## src/rtl/sodor_init_pkg.sv

```systemverilog
// Shared types and helpers for the sodor5 harness state initialisation sequencer.
// Holds the FSM state encoding, default sizes and the Galois LFSR step function.
package sodor_init_pkg;

    localparam int NUM_REGS_DEF  = 32;
    localparam int WORD_SIZE_DEF = 32;
    localparam int MEM_WORDS_DEF = 16;

    localparam logic [31:0] LFSR_TAPS = 32'h80200003;

    typedef enum logic [2:0] {
        IDLE,
        REGS,
        MEM,
        RELEASE,
        RUN
    } init_state_e;

    // Right-shifting Galois step; the taps fold back in when bit 0 falls out.
    function automatic logic [31:0] lfsr_next(input logic [31:0] s);
        return (s >> 1) ^ (s[0] ? LFSR_TAPS : 32'h0);
    endfunction

endpackage

```

## src/rtl/sodor_state_init_seq_lfsr32_galois.sv

```systemverilog
// 32-bit Galois LFSR with synchronous load; load takes priority over step.
// Resets to 1 so the register never sits in the all-zero lock-up state.
module lfsr32_galois
    import sodor_init_pkg::*;
(
    input  logic        clk,
    input  logic        reset,
    input  logic        load,
    input  logic [31:0] load_val,
    input  logic        step,
    output logic [31:0] state
);

    logic [31:0] state_q;
    logic [31:0] state_d;

    always_comb begin
        state_d = state_q;
        if (load) begin
            state_d = load_val;
        end else if (step) begin
            state_d = lfsr_next(state_q);
        end
    end

    always_ff @(posedge clk) begin
        if (reset) begin
            state_q <= 32'd1;
        end else begin
            state_q <= state_d;
        end
    end

    assign state = state_q;

endmodule

```

## src/rtl/sodor_state_init_seq.sv

```systemverilog
// Initialisation sequencer: writes LFSR data to both register files, a ramp to both
// data memories, then releases the core from reset. All outputs come straight from flops.
module sodor_state_init_seq
    import sodor_init_pkg::*;
#(
    parameter int                   NUM_REGS       = NUM_REGS_DEF,
    parameter int                   WORD_SIZE      = WORD_SIZE_DEF,
    parameter int                   MEM_WORDS      = MEM_WORDS_DEF,
    parameter logic [WORD_SIZE-1:0] MEM_STEP       = 32'h11111111,
    parameter bit                   ZERO_X0        = 1'b1,
    parameter int                   RELEASE_CYCLES = 2
) (
    input  logic                         clk,
    input  logic                         reset,
    input  logic                         start,
    input  logic [WORD_SIZE-1:0]         seed_in,
    input  logic                         wr_ready,
    output logic                         rf_wen,
    output logic [$clog2(NUM_REGS)-1:0]  rf_waddr,
    output logic [WORD_SIZE-1:0]         rf_wdata,
    output logic                         mem_wen,
    output logic [$clog2(MEM_WORDS)-1:0] mem_waddr,
    output logic [WORD_SIZE-1:0]         mem_wdata,
    output logic                         core_reset,
    output logic                         busy,
    output logic                         done
);

    localparam int RA_W  = $clog2(NUM_REGS);
    localparam int MA_W  = $clog2(MEM_WORDS);
    localparam int REL_W = (RELEASE_CYCLES > 1) ? $clog2(RELEASE_CYCLES) : 1;

    init_state_e          state_q, state_d;
    logic                 rf_wen_q, rf_wen_d;
    logic [RA_W-1:0]      rf_waddr_q, rf_waddr_d;
    logic [WORD_SIZE-1:0] rf_wdata_q, rf_wdata_d;
    logic                 mem_wen_q, mem_wen_d;
    logic [MA_W-1:0]      mem_waddr_q, mem_waddr_d;
    logic [WORD_SIZE-1:0] mem_wdata_q, mem_wdata_d;
    logic                 core_reset_q, core_reset_d;
    logic                 busy_q, busy_d;
    logic                 done_q, done_d;
    logic [REL_W-1:0]     rel_cnt_q, rel_cnt_d;

    logic                 lfsr_load;
    logic                 lfsr_step;
    logic [31:0]          lfsr_q;
    logic [31:0]          seed_eff;
    logic [MA_W-1:0]      mem_addr_inc;

    assign seed_eff     = (seed_in == '0) ? 32'd1 : 32'(seed_in);
    assign mem_addr_inc = mem_waddr_q + 1'b1;

    lfsr32_galois u_lfsr (
        .clk      (clk),
        .reset    (reset),
        .load     (lfsr_load),
        .load_val (seed_eff),
        .step     (lfsr_step),
        .state    (lfsr_q)
    );

    // Everything holds by default, which also keeps a stalled write stable.
    always_comb begin
        state_d      = state_q;
        rf_wen_d     = rf_wen_q;
        rf_waddr_d   = rf_waddr_q;
        rf_wdata_d   = rf_wdata_q;
        mem_wen_d    = mem_wen_q;
        mem_waddr_d  = mem_waddr_q;
        mem_wdata_d  = mem_wdata_q;
        rel_cnt_d    = rel_cnt_q;
        lfsr_load    = 1'b0;
        lfsr_step    = 1'b0;

        case (state_q)
            IDLE, RUN: begin
                if (start) begin
                    state_d     = REGS;
                    lfsr_load   = 1'b1;
                    rf_wen_d    = 1'b1;
                    rf_waddr_d  = '0;
                    rf_wdata_d  = ZERO_X0 ? '0 : WORD_SIZE'(seed_eff);
                    mem_wen_d   = 1'b0;
                    mem_waddr_d = '0;
                    mem_wdata_d = '0;
                end
            end
            REGS: begin
                // Data for write k+1 is the LFSR value after the step that write k triggers.
                if (rf_wen_q && wr_ready) begin
                    lfsr_step = 1'b1;
                    if (rf_waddr_q == RA_W'(NUM_REGS - 1)) begin
                        state_d     = MEM;
                        rf_wen_d    = 1'b0;
                        mem_wen_d   = 1'b1;
                        mem_waddr_d = '0;
                        mem_wdata_d = '0;
                    end else begin
                        rf_waddr_d = rf_waddr_q + 1'b1;
                        rf_wdata_d = WORD_SIZE'(lfsr_next(lfsr_q));
                    end
                end
            end
            MEM: begin
                if (mem_wen_q && wr_ready) begin
                    if (mem_waddr_q == MA_W'(MEM_WORDS - 1)) begin
                        state_d   = RELEASE;
                        mem_wen_d = 1'b0;
                        rel_cnt_d = '0;
                    end else begin
                        mem_waddr_d = mem_addr_inc;
                        mem_wdata_d = WORD_SIZE'(mem_addr_inc) * MEM_STEP;
                    end
                end
            end
            RELEASE: begin
                if (rel_cnt_q == REL_W'(RELEASE_CYCLES - 1)) begin
                    state_d = RUN;
                end else begin
                    rel_cnt_d = rel_cnt_q + 1'b1;
                end
            end
            default: begin
                state_d = IDLE;
            end
        endcase

        busy_d       = (state_d == REGS) || (state_d == MEM) || (state_d == RELEASE);
        done_d       = (state_d == RUN);
        core_reset_d = (state_d != RUN);
    end

    always_ff @(posedge clk) begin
        if (reset) begin
            state_q      <= IDLE;
            rf_wen_q     <= 1'b0;
            rf_waddr_q   <= '0;
            rf_wdata_q   <= '0;
            mem_wen_q    <= 1'b0;
            mem_waddr_q  <= '0;
            mem_wdata_q  <= '0;
            core_reset_q <= 1'b1;
            busy_q       <= 1'b0;
            done_q       <= 1'b0;
            rel_cnt_q    <= '0;
        end else begin
            state_q      <= state_d;
            rf_wen_q     <= rf_wen_d;
            rf_waddr_q   <= rf_waddr_d;
            rf_wdata_q   <= rf_wdata_d;
            mem_wen_q    <= mem_wen_d;
            mem_waddr_q  <= mem_waddr_d;
            mem_wdata_q  <= mem_wdata_d;
            core_reset_q <= core_reset_d;
            busy_q       <= busy_d;
            done_q       <= done_d;
            rel_cnt_q    <= rel_cnt_d;
        end
    end

    assign rf_wen     = rf_wen_q;
    assign rf_waddr   = rf_waddr_q;
    assign rf_wdata   = rf_wdata_q;
    assign mem_wen    = mem_wen_q;
    assign mem_waddr  = mem_waddr_q;
    assign mem_wdata  = mem_wdata_q;
    assign core_reset = core_reset_q;
    assign busy       = busy_q;
    assign done       = done_q;

endmodule

```

## config.mk

```make
export PLATFORM = sky130hd
export DESIGN_NAME = sodor_state_init_seq
export DESIGN_NICKNAME = d
export VERILOG_FILES = /design/src/rtl/sodor_init_pkg.sv /design/src/rtl/sodor_state_init_seq_lfsr32_galois.sv /design/src/rtl/sodor_state_init_seq.sv
export SDC_FILE = /design/constraint.sdc
export NUM_CORES = 1
export LEC_CHECK = 0
export ABC_AREA = 1
export CORE_ASPECT_RATIO = 0.8
export CORE_MARGIN = 3
export CORE_UTILIZATION = 48
export DETAILED_ROUTE_END_ITERATION = 8
export GPL_TIMING_DRIVEN = 0
export PLACE_DENSITY_LB_ADDON = 0.15
export SYNTH_ARGS = -nofsm -noshare
export SYNTH_HDL_FRONTEND = slang
export SYNTH_SLANG_ARGS = --single-unit
```

## constraint.sdc

```tcl
create_clock -name clk -period 1.8 [get_ports clk]
set_input_delay 0.18 -clock clk [delete_from_list [all_inputs] [get_ports clk]]
set_output_delay 0.18 -clock clk [all_outputs]
set_load 0.03 [all_outputs]
```

==> summary.txt <==
Yosys
  – Post-synth top cells: nand2_1, dfxtp_1, a21oi_1
  – Synth area leader: dfxtp_1
  – Top post-synthesis cells by area: dfxtp_1, nand2_1, a21oi_1
  – XOR/XNOR Fraction of Synth Area: 0.670%
  – Syn_area_per_cell: 7.27 µm²
  – Syn Inst Count: 540
  – Async SR Flop Fraction: 0%
  – Mux contribution to synthesized area: 0%
  – Post-synth cell types: 30
  – Seq cells post-synth: 82
  – Yosys top cell area share: approximately two fifths
  – Cell Area, Synth: 3920 µm²
  – Post-Synth Adder-Cell Area: 0.957%
  – Simple-gate share of the synthesized area: 23.1%
  – Post-synth top flop: dfxtp_1
  – Syn nets: 579
  – Compound-Gate Fraction of Synth Area: 20.2%
  – Most common cell in the synthesized netlist: nand2_1
  – Yosys warns: 0
  – Largest family of logic cells by synthesized area: simple AND/OR/NAND/NOR gates
  – Sequential area share after synthesis: 41.8%
  – Post-synth EDFFs: 0

CTS
  – Inserted Clock Buffers: 9
  – CTS sink cnt: 82
  – Clock buffer depth: 2
  – CTS tree: yes
  – CTS root buf: clkbuf_8
  – H-Tree Depth: 3
  – Clock Latency Late Sink: 0.36 ns
  – Clock Pin Slew Worst Setup and Hold Paths: 0.08 ns

Pwr
  – Internal power: 0.00303 W
  – Clock network power share: 29.3%
  – P_sw: 0.00142 W
  – P_leak: 2.38 nW
  – VDD IR-drop max: 495 µV
  – Combinational share of power: 24.4%
  – Sequential power share: 46.3%
  – Power Dens Cells: 820 nW/µm²
  – Net switching share of the total power: 31.9%

Setup path
  – CP cell instances: inv_2 > nand3_4 > o21ai_4 > nand2_4 > buf_4 > a21oi_1 > nor3_1
  – Crit path max fanout: 10
  – Crit start category: flip-flop
  – Worst Path Arrival: 1.97 ns
  – Reg-to-reg critical path endpoint: rf_wdata[26]
  – Setup crit end: rf_wdata[26]
  – Worst Setup SP: state_q[1]
  – R2R setup slack: 0.05 ns
  – Crit Reg-Reg Startpoint: state_q[1]
  – CP top delay family: compound AO/OA/AOI/OAI gates
  – Crit end category: flip-flop
  – WP buf/inv: 2
  – R2R cell count: 7
  – WP data required: 2.03 ns
  – Crit-path slowest cell: dfxtp_1
  – Critical Setup Path Class: flip-flop to flip-flop
  – Critical Path Stages: 7
  – Slowest stage delay, CP: between 0.3 and 0.4 ns

Timing
  – Slew @ Worst Pin: about 0.57 ns
  – Setup violators final: 0
  – Fin worst setup slack: 0.0548 ns
  – Fmax: 0.573 GHz
  – Final min period: between 1.5 and 2 ns
  – Worst Skew: 0.0105 ns
  – Rel. slew slack: 62.3%
  – Final hold vios: 0
  – Final period utilization: between 90% and 100%
  – Pins Over Slew Limit: 0

Run status
  – Run status: complete, no violations

Drt
  – Via density: ~5.5
  – DRC Markers: 0
  – First-pass DRT Iterations: 6
  – First DRT Iteration DRCs: 400
  – Vias: 4261
  – WL final: approximately 12000 µm
  – Routed Antenna Nets: 0
  – WL/cell: 15.4 µm

Finish
  – Sequential cell area: 1650 µm²
  – # fillers: 662
  – Fraction of layout instances using a drive strength above 1: 14.8%
  – Footprint of the multi-input gates: 1830 µm²
  – Ant diodes: 0
  – Area growth syn-to-layout: 38.6%
  – Fin nets: 706
  – Post-route cell area: between 5000 and 6000 µm²

Placement
  – Final GP Congestion: between 0.9 and 1
  – DP Wirelength: 8660 µm
  – Buffers added on ports: ~110
  – Post-place setup slack: -0.259 ns
  – Post-place instance area: 5180 µm²

GRT
  – GRT Util Overall: 25.3%
  – Vias in the first global route: 3925
  – First-pass GRT wire length: 18700 µm
  – GR Overflow Total: 0
  – Largest net degree at the start of global routing: 15
  – Initial antenna violation count: 0

Die
  – Site Rows: 28
  – Die area: 9300 µm²
  – Die Y-Extent: 86.9 µm
  – DIE WIDTH: 107 µm
  – Floorplan core area: between 7000 and 8000 µm²
  – I/O pin total: approximately 110
  – Initial Util: 51.1%

Hold path
  – HP Class: input port to flip-flop
  – Min-delay src: reset

Flow run
  – Max-capacitance violation count: 0
==> flip-flops by register name (all words and copies together) (netlist names) <==
register,count
busy,1
core_reset,1
done,1
mem_waddr,3
mem_wdata,1
mem_wen,1
rel_cnt_q,1
rf_waddr,5
rf_wdata,32
rf_wen,1
state_q,3
u_lfsr.state,32
==> kinds of logic after synthesis <==
family                     Yosys count
xor gates and xnor gates             3
AOI/OAI and AO/OA                  147
adders and majority gates            3
buffers and inverters               91
DFF                                 82
and+or+nand+nor                    214
==> worst min-delay path by stage <==
stage,end,slack [ns],cells after the start
floorplan,u_lfsr.state[1],0.31,2
global placement,rel_cnt_q,0.46,2
detailed placement,rf_wdata[21],0.48,2
CTS,rf_wdata[0],0.29,2
global route,rf_wdata[0],0.36,2
finish,rf_wdata[0],0.31,2
==> layout by cell type, fill, tap and decap left out, types with 9 or more instances in the layout <==
cell,count
nand3_1,18
buf_4,41
nor2_1,45
o21ai_0,33
clkbuf_8,9
buf_2,16
a31oi_1,32
clkdlybuf4s50_1,79
dfxtp_1,76
inv_1,19
clkbuf_1,12
nand2_1,103
a21oi_1,76
dlygate4sd2_1,29
nor3_1,32
==> per-stage QoR <==
stage          total power, W  utilization, %  setup TNS, ns  cells  hold slack (ns)
2_1_floorplan         0.00275               -              0    540            0.315
3_3_place_gp          0.00315            67.5         -0.753    757            0.458
3_5_place_dp          0.00318            67.5          -1.31    757            0.483
4_1_cts               0.00444            70.0              0    775            0.291
5_1_grt               0.00465            70.9        -0.0734    776            0.362
6_report              0.00446            70.9              0    776            0.307
==> routing by layer <==
layer  track usage (%)  wire, µm
met5                 0         0
met4              8.13       121
met3              5.63      1110
met2              40.0      5390
met1              34.5      5330
==> power groups by stage <==
stage / Combinational [W] / Clock [W] / Sequential [W]
global placement: 0.00106 / 0 / 0.00209
global route: 0.00118 / 0.00139 / 0.00208
CTS: 0.00107 / 0.00131 / 0.00206
floorplan: 0.000542 / 0 / 0.00221
detailed placement: 0.00108 / 0 / 0.00210
finish: 0.00109 / 0.00131 / 0.00206
==> timing repair <==
item                                    in CTS  in global routing
buffers inserted                             3                  1
endpoints found under the setup margin      69                 39
gates resized for setup                     38                 16
hold buffers                                 0                  0
pin swaps                                    2                  4
==> cell type report <==
type | instances | area share [%]
multi-input cells | 367 | 33.6
repair buffers | 116 | 20.7
clock inverters | 5 | 1.04
clock buffers | 10 | 2.35
well taps | 105 | 2.42
flip-flops and latches | 82 | 30.3
plain buffers | 68 | 7.96
inverters | 23 | 1.63
(Power assumes the default switching activity.)
